$ cat config.mk
export PLATFORM = sky130hd
export DESIGN_NAME = mmio_bridge
export DESIGN_NICKNAME = d
export VERILOG_FILES = /design/src/rtl/mmio_pkg.sv /design/src/rtl/mmio_bridge_sync_fifo.sv /design/src/rtl/mmio_bridge.sv
export SDC_FILE = /design/constraint.sdc
export NUM_CORES = 1
export LEC_CHECK = 0
export BUFFER_PORTS_ARGS = -buffer_cell sky130_fd_sc_hd__clkbuf_2
export CAP_MARGIN = 15
export CORE_MARGIN = 2
export CORE_UTILIZATION = 33
export DETAILED_ROUTE_END_ITERATION = 8
export RECOVER_POWER = 25
export SLEW_MARGIN = 30
export SYNTH_ARGS = -nofsm -noshare
export SYNTH_HDL_FRONTEND = slang
export SYNTH_SLANG_ARGS = --single-unit
$ cat constraint.sdc
create_clock -name clock -period 3.25 [get_ports clock]
set_clock_uncertainty 0.1 [all_clocks]
set_input_delay 0.325 -clock clock [delete_from_list [all_inputs] [get_ports clock]]
set_output_delay 0.325 -clock clock [all_outputs]
set_load 0.01 [all_outputs]
$ cat src/rtl/mmio_pkg.sv
// Shared constants for the Tetris MMIO bridge: register offsets within the
// MMIO window, keyboard event codes, and the tick-counter saturation limit.
package mmio_pkg;

  localparam int unsigned REG_KEY_POP  = 0;
  localparam int unsigned REG_KEY_STAT = 1;
  localparam int unsigned REG_TICK     = 2;
  localparam int unsigned REG_SCORE    = 3;
  localparam int unsigned REG_LED      = 4;

  localparam int unsigned KEY_W    = 3;
  localparam int unsigned TICK_W   = 8;
  localparam int unsigned LED_W    = 8;
  localparam int unsigned TICK_SAT = 255;

  typedef enum logic [KEY_W-1:0] {
    KEY_NONE      = 3'd0,
    KEY_LEFT      = 3'd1,
    KEY_RIGHT     = 3'd2,
    KEY_ROTATE    = 3'd3,
    KEY_HARD_DROP = 3'd4,
    KEY_SOFT_DROP = 3'd5,
    KEY_PAUSE     = 3'd6
  } key_code_e;

endpackage

$ cat src/rtl/mmio_bridge_sync_fifo.sv
// Small synchronous FIFO with registered pointers and occupancy count.
// Pops on empty are ignored; a push while full is accepted only with a pop.
module sync_fifo #(
  parameter  int WIDTH = 3,
  parameter  int DEPTH = 8,
  localparam int PTR_W = $clog2(DEPTH),
  localparam int CNT_W = $clog2(DEPTH) + 1
) (
  input  logic             clock,
  input  logic             reset,
  input  logic             push_i,
  input  logic             pop_i,
  input  logic [WIDTH-1:0] data_i,
  output logic [WIDTH-1:0] head_o,
  output logic [CNT_W-1:0] count_o,
  output logic             full_o,
  output logic             empty_o
);

  logic [WIDTH-1:0] mem_q [DEPTH];
  logic [PTR_W-1:0] wr_ptr_q, wr_ptr_d;
  logic [PTR_W-1:0] rd_ptr_q, rd_ptr_d;
  logic [CNT_W-1:0] count_q, count_d;
  logic             do_push, do_pop;

  assign empty_o = (count_q == '0);
  assign full_o  = (count_q == CNT_W'(DEPTH));
  assign count_o = count_q;
  assign head_o  = mem_q[rd_ptr_q];

  assign do_pop  = pop_i & ~empty_o;
  assign do_push = push_i & (~full_o | do_pop);

  // Power-of-two depth lets the pointers wrap by plain overflow.
  always_comb begin
    // NOTE: every comb output gets a default first so no path can infer a latch.
    wr_ptr_d = wr_ptr_q;
    rd_ptr_d = rd_ptr_q;
    count_d  = count_q;
    if (do_push) wr_ptr_d = wr_ptr_q + PTR_W'(1);
    if (do_pop)  rd_ptr_d = rd_ptr_q + PTR_W'(1);
    case ({do_push, do_pop})
      2'b10:   count_d = count_q + CNT_W'(1);
      2'b01:   count_d = count_q - CNT_W'(1);
      default: count_d = count_q;
    endcase
  end

  always_ff @(posedge clock) begin
    // NOTE: sequential state uses non-blocking assignments only.
    if (reset) begin
      wr_ptr_q <= '0;
      rd_ptr_q <= '0;
      count_q  <= '0;
    end else begin
      wr_ptr_q <= wr_ptr_d;
      rd_ptr_q <= rd_ptr_d;
      count_q  <= count_d;
    end
  end

  // NOTE: storage is deliberately not reset; the count alone decides validity.
  always_ff @(posedge clock) begin
    if (do_push) mem_q[wr_ptr_q] <= data_i;
  end

endmodule

$ cat src/rtl/mmio_bridge.sv
// Data-memory bridge: plain loads/stores go to dmem, the window at MMIO_BASE
// and above maps the key FIFO, game tick counter, score and LED registers.
module mmio_bridge
  import mmio_pkg::*;
#(
  parameter int                ADDR_W     = 12,
  parameter int                DATA_W     = 32,
  parameter int                FIFO_DEPTH = 8,
  parameter int                TICK_DIV   = 1000000,
  parameter logic [ADDR_W-1:0] MMIO_BASE  = 12'hF00
) (
  input  logic              clock,
  input  logic              reset,
  input  logic [ADDR_W-1:0] proc_address,
  input  logic [DATA_W-1:0] proc_data,
  input  logic              proc_wren,
  input  logic              proc_rden,
  output logic [DATA_W-1:0] proc_q,
  output logic [ADDR_W-1:0] dmem_address,
  output logic [DATA_W-1:0] dmem_data,
  output logic              dmem_wren,
  input  logic [DATA_W-1:0] dmem_q,
  input  logic              key_valid,
  input  logic [KEY_W-1:0]  key_code,
  output logic [DATA_W-1:0] score_out,
  output logic [LED_W-1:0]  led_out,
  output logic              fifo_overflow
);

  localparam int CNT_W = $clog2(FIFO_DEPTH) + 1;
  localparam int DIV_W = (TICK_DIV > 1) ? $clog2(TICK_DIV) : 1;

  logic              mmio_sel;
  logic [ADDR_W-1:0] offset;
  logic              pop_req, stat_rd, tick_wr, score_wr, led_wr;
  logic [DATA_W-1:0] mmio_rdata;

  logic [KEY_W-1:0]  fifo_head;
  logic [CNT_W-1:0]  fifo_count;
  logic              fifo_full, fifo_empty, key_drop;

  logic [DIV_W-1:0]  div_q, div_d;
  logic              tick_wrap;
  logic [TICK_W-1:0] pending_q, pending_d;
  logic              ovf_q, ovf_d;
  logic [DATA_W-1:0] score_q, score_d;
  logic [LED_W-1:0]  led_q, led_d;

  assign mmio_sel = (proc_address >= MMIO_BASE);
  assign offset   = proc_address - MMIO_BASE;

  assign dmem_address = proc_address;
  assign dmem_data    = proc_data;
  assign dmem_wren    = proc_wren & ~mmio_sel;
  assign proc_q       = mmio_sel ? mmio_rdata : dmem_q;

  assign pop_req  = mmio_sel & proc_rden & (offset == ADDR_W'(REG_KEY_POP));
  assign stat_rd  = mmio_sel & proc_rden & (offset == ADDR_W'(REG_KEY_STAT));
  assign tick_wr  = mmio_sel & proc_wren & (offset == ADDR_W'(REG_TICK));
  assign score_wr = mmio_sel & proc_wren & (offset == ADDR_W'(REG_SCORE));
  assign led_wr   = mmio_sel & proc_wren & (offset == ADDR_W'(REG_LED));

  sync_fifo #(
    .WIDTH (KEY_W),
    .DEPTH (FIFO_DEPTH)
  ) u_key_fifo (
    .clock   (clock),
    .reset   (reset),
    .push_i  (key_valid),
    .pop_i   (pop_req),
    .data_i  (key_code),
    .head_o  (fifo_head),
    .count_o (fifo_count),
    .full_o  (fifo_full),
    .empty_o (fifo_empty)
  );

  // A full FIFO is never empty, so a pop request there always frees a slot.
  assign key_drop  = key_valid & fifo_full & ~pop_req;
  assign tick_wrap = (div_q == DIV_W'(TICK_DIV - 1));

  always_comb begin
    div_d     = tick_wrap ? '0 : div_q + DIV_W'(1);
    pending_d = pending_q;
    if (tick_wr)
      pending_d = TICK_W'(tick_wrap);
    else if (tick_wrap && pending_q != TICK_W'(TICK_SAT))
      pending_d = pending_q + TICK_W'(1);

    ovf_d = ovf_q;
    if (stat_rd)  ovf_d = 1'b0;
    if (key_drop) ovf_d = 1'b1;

    score_d = score_wr ? proc_data : score_q;
    led_d   = led_wr ? proc_data[LED_W-1:0] : led_q;
  end

  always_ff @(posedge clock) begin
    if (reset) begin
      div_q     <= '0;
      pending_q <= '0;
      ovf_q     <= 1'b0;
      score_q   <= '0;
      led_q     <= '0;
    end else begin
      div_q     <= div_d;
      pending_q <= pending_d;
      ovf_q     <= ovf_d;
      score_q   <= score_d;
      led_q     <= led_d;
    end
  end

  // Read data comes straight from pre-edge state, same cycle as the address.
  always_comb begin
    mmio_rdata = '0;
    case (offset)
      ADDR_W'(REG_KEY_POP): begin
        if (!fifo_empty) begin
          mmio_rdata[DATA_W-1]  = 1'b1;
          mmio_rdata[KEY_W-1:0] = fifo_head;
        end
      end
      ADDR_W'(REG_KEY_STAT): begin
        mmio_rdata[DATA_W-1]  = ovf_q;
        mmio_rdata[CNT_W-1:0] = fifo_count;
      end
      ADDR_W'(REG_TICK):  mmio_rdata[TICK_W-1:0] = pending_q;
      ADDR_W'(REG_SCORE): mmio_rdata = score_q;
      ADDR_W'(REG_LED):   mmio_rdata[LED_W-1:0] = led_q;
      default:            mmio_rdata = '0;
    endcase
  end

  assign score_out     = score_q;
  assign led_out       = led_q;
  assign fifo_overflow = ovf_q;

endmodule

==> flow_metrics.tcl <==
set metrics [dict create \
    outcome "finished clean" \
    port_buffers 201 \
    p_leak_nw 2.54 \
    yosys.area_share.simple 0.198 \
    crit_type "reg2out" \
    synth_compound_area_frac 0.141 \
    use_met3 0.0362 \
    power_frac_comb 0.098 \
    yosys-top-cells-area "dfxtp_1, edfxtp_1, buf_4, nand2_1, a21oi_1" \
    ant_nets 0 \
    hold_viol 0 \
    synth.most_common_cell "nand2_1" \
    worstPathMaxFanout 8 \
    synth_common_cells "nand2_1, dfxtp_1, a21oi_1" \
    synth_top_family_by_area "simple AND/OR/NAND/NOR gates" \
    min_period_ns 2.86 \
    die_y_um 130 \
    num_antenna_cells 0 \
    routed-via-count 4528 \
    wire_per_inst_um 15.9 \
    rsz0062_at_grt "no" \
    slew_headroom 0.441 \
    grt_pass1_wl_mm 21.3 \
    synth_seq_area_share 0.447 \
    drc_errors 0 \
    power_frac_clock 0.400 \
    crit_path_end_kind "output pin" \
    dp.cells 925 \
    hpwl_mm 11.3 \
    final_area_mm2 0.00641 \
    post_cts_resized 0 \
    io-pin-count 202 \
    grt.total_usage 0.164 \
    powerDensity_mw_per_mm2 427 \
    antenna_found_initial 0 \
    cp-start-kind "flop" \
    clk_latency_ns 0.36 \
    synth_xor_xnor_area_share 0.0431 \
    grt_max_degree 38 \
    synth_top_area_cell "dfxtp_1" \
    synthDistinctLibCells 57 \
    htreeDepth 3 \
    tightest_slew_ns 0.839 \
    synth_area_mm2 0.00528 \
    core-area_mm2 0.0158 \
    internal_power_w 0.00207 \
    cts_buffers 9 \
    n_fill_cell 1659 \
    busiest_layer "met2" \
    drt-pass1-iter-count 5 \
    syn_nets 662 \
    clk_path_buf_depth 2 \
    grt-ovfl-total 0 \
    ff_latch_area_mm2 0.00236 \
    yosysTopAreaCellShare 0.311 \
    routabilityCongestion 0.808 \
    ys_ff_latch 106 \
    drive_above_1_share 0.303 \
    ys_warn_count 0 \
    p_seq_frac 0.502 \
    use_met2 0.304 \
    clock_sinks 106 \
    drtIter0Drc 299 \
    die_x_um 130 \
    fin_nets 811 \
    gr-usage-met1 0.193 \
    syn_to_final_growth_pct 21.5 \
    avgViaCountPerCell 4.81 \
    finalSetupTns_ns 0 \
    synthAdderAreaFrac 0.0166 \
    holdBufCountCts 0 \
    grt_pass1_vias 3941 \
    maxCapViolCount 0 \
    cts_root_buf "clkbuf_16" \
    hp-class "in2reg" \
    fmax_mhz 349 \
    async_flop_share 0 \
    initial_core_util 0.335 \
    power.total_w 0.00274 \
    vdd_ir_drop_max_v 0.000247 \
    cts_setup_buffers 0 \
    drv_slew 0 \
    syn_inst 571 \
    synth.area.mux_share 0.0557 \
    cts_tree "done" \
    placed_area_mm2 0.00617 \
    clk_pin_slew_ns 0.07 \
    p_switching_w 0.000672 \
    die-area_mm2 0.0170 \
    wirelength_mm 14.9 \
    stdcell_count 941 \
    synth_edf_count 24 \
    setup_viol 0 \
    syn_avg_cell_area_um2 9.25 \
    arrival_ns 2.44 \
    rows 46 \
    swShare 0.245 \
    synth_ff_type "dfxtp_1" \
    required_ns 2.82 \
    min_period_over_period 0.881 \
    hold_slack_ns 0.106 \
    multi_input_area_mm2 0.00240 \
]
-- cells by family after synthesis --
logic type      count (synthesis)
simple gates                  213
buf+inv                        86
fa+ha+maj                       7
xor+xnor                       26
compound gates                111
mux                            22
flops                         106
-- flip-flops by register name (all words and copies together), names as in the netlist, named ones only --
name,flops
div_q,20
fifo_overflow,1
led_out,8
pending_q,8
score_out,32
u_key_fifo.count_o,4
u_key_fifo.mem_q,24
u_key_fifo.rd_ptr_q,3
u_key_fifo.wr_ptr_q,3
-- metal layers --
layer  vias to the layer above  wire length [um]
li1                       2274                 -
met1                      2121              6280
met2                       121              7650
met3                        12               809
met4                         0               180
met5                         -                 0
-- layout by cell type, fill, tap and decap left out, types with 3 or more instances in the layout --
master,count
mux2_2,9
o21bai_1,3
nand4_1,9
nor2_1,42
a21oi_1,54
mux2i_1,8
clkbuf_1,41
a211oi_1,3
a22oi_1,5
a222oi_1,3
nand2_1,89
xnor2_1,9
nand3b_1,4
and3_1,3
inv_1,10
or3_1,3
nor3_1,9
mux4_2,5
clkbuf_2,160
nand3_1,24
a22o_1,23
dfxtp_1,82
buf_4,12
and4_1,4
ha_1,7
edfxtp_1,24
o21ai_0,9
or2_2,3
xor2_1,17
clkbuf_16,9
-- worst max-delay path, stage by stage, from the launching register on --
cell	delay, ns
dfxtp_1	0.56
mux2_2	0.39
mux4_2	0.48
a222oi_1	0.38
o21ai_0	0.14
clkbuf_2	0.15
-- worst paths after layout --
check / depth (start not counted) / to / from / slack (ns)
setup / recovery: 5 / proc_q[1] / flop / 0.39
hold / removal: 3 / score_out[14]$_SDFFE_PP0P_ / proc_data[14] / 0.11
setup reg to reg: 11 / u_key_fifo.count_o[2]$_SDFFE_PP0P_ / u_key_fifo.count_o[0]$_SDFFE_PP0P_ / 0.55
hold reg to reg: 1 / div_q[0]$_SDFF_PP0_ / div_q[0]$_SDFF_PP0_ / 0.35
-- final cells by class --
type | count | share of cell area
multi-input cells | 379 | 0.374
flip-flops and latches | 106 | 0.368
repair buffers | 213 | 0.163
well taps | 216 | 0.0421
clock buffers | 10 | 0.0373
clock inverters | 6 | 0.00936
inverters | 11 | 0.00644
-- power by group through the flow --
| stage | registers [W] | clock network (W) | logic, W |
|---|---|---|---|
| 3_5_place_dp | 0.00141 | 0 | 0.000277 |
| 2_1_floorplan | 0.00140 | 0 | 0.000172 |
| 4_1_cts | 0.00138 | 0.00113 | 0.000278 |
| 3_3_place_gp | 0.00141 | 0 | 0.000277 |
| 5_1_grt | 0.00138 | 0.00118 | 0.000294 |
| 6_report | 0.00138 | 0.00110 | 0.000268 |
-- per-stage QoR --
step            util  setup slack, ns
3_5_place_dp   0.391            0.226
2_1_floorplan      -            0.413
3_3_place_gp   0.391            0.261
5_1_grt        0.407            0.243
4_1_cts        0.410            0.343
6_report       0.407            0.387
(Power assumes the default switching activity.)
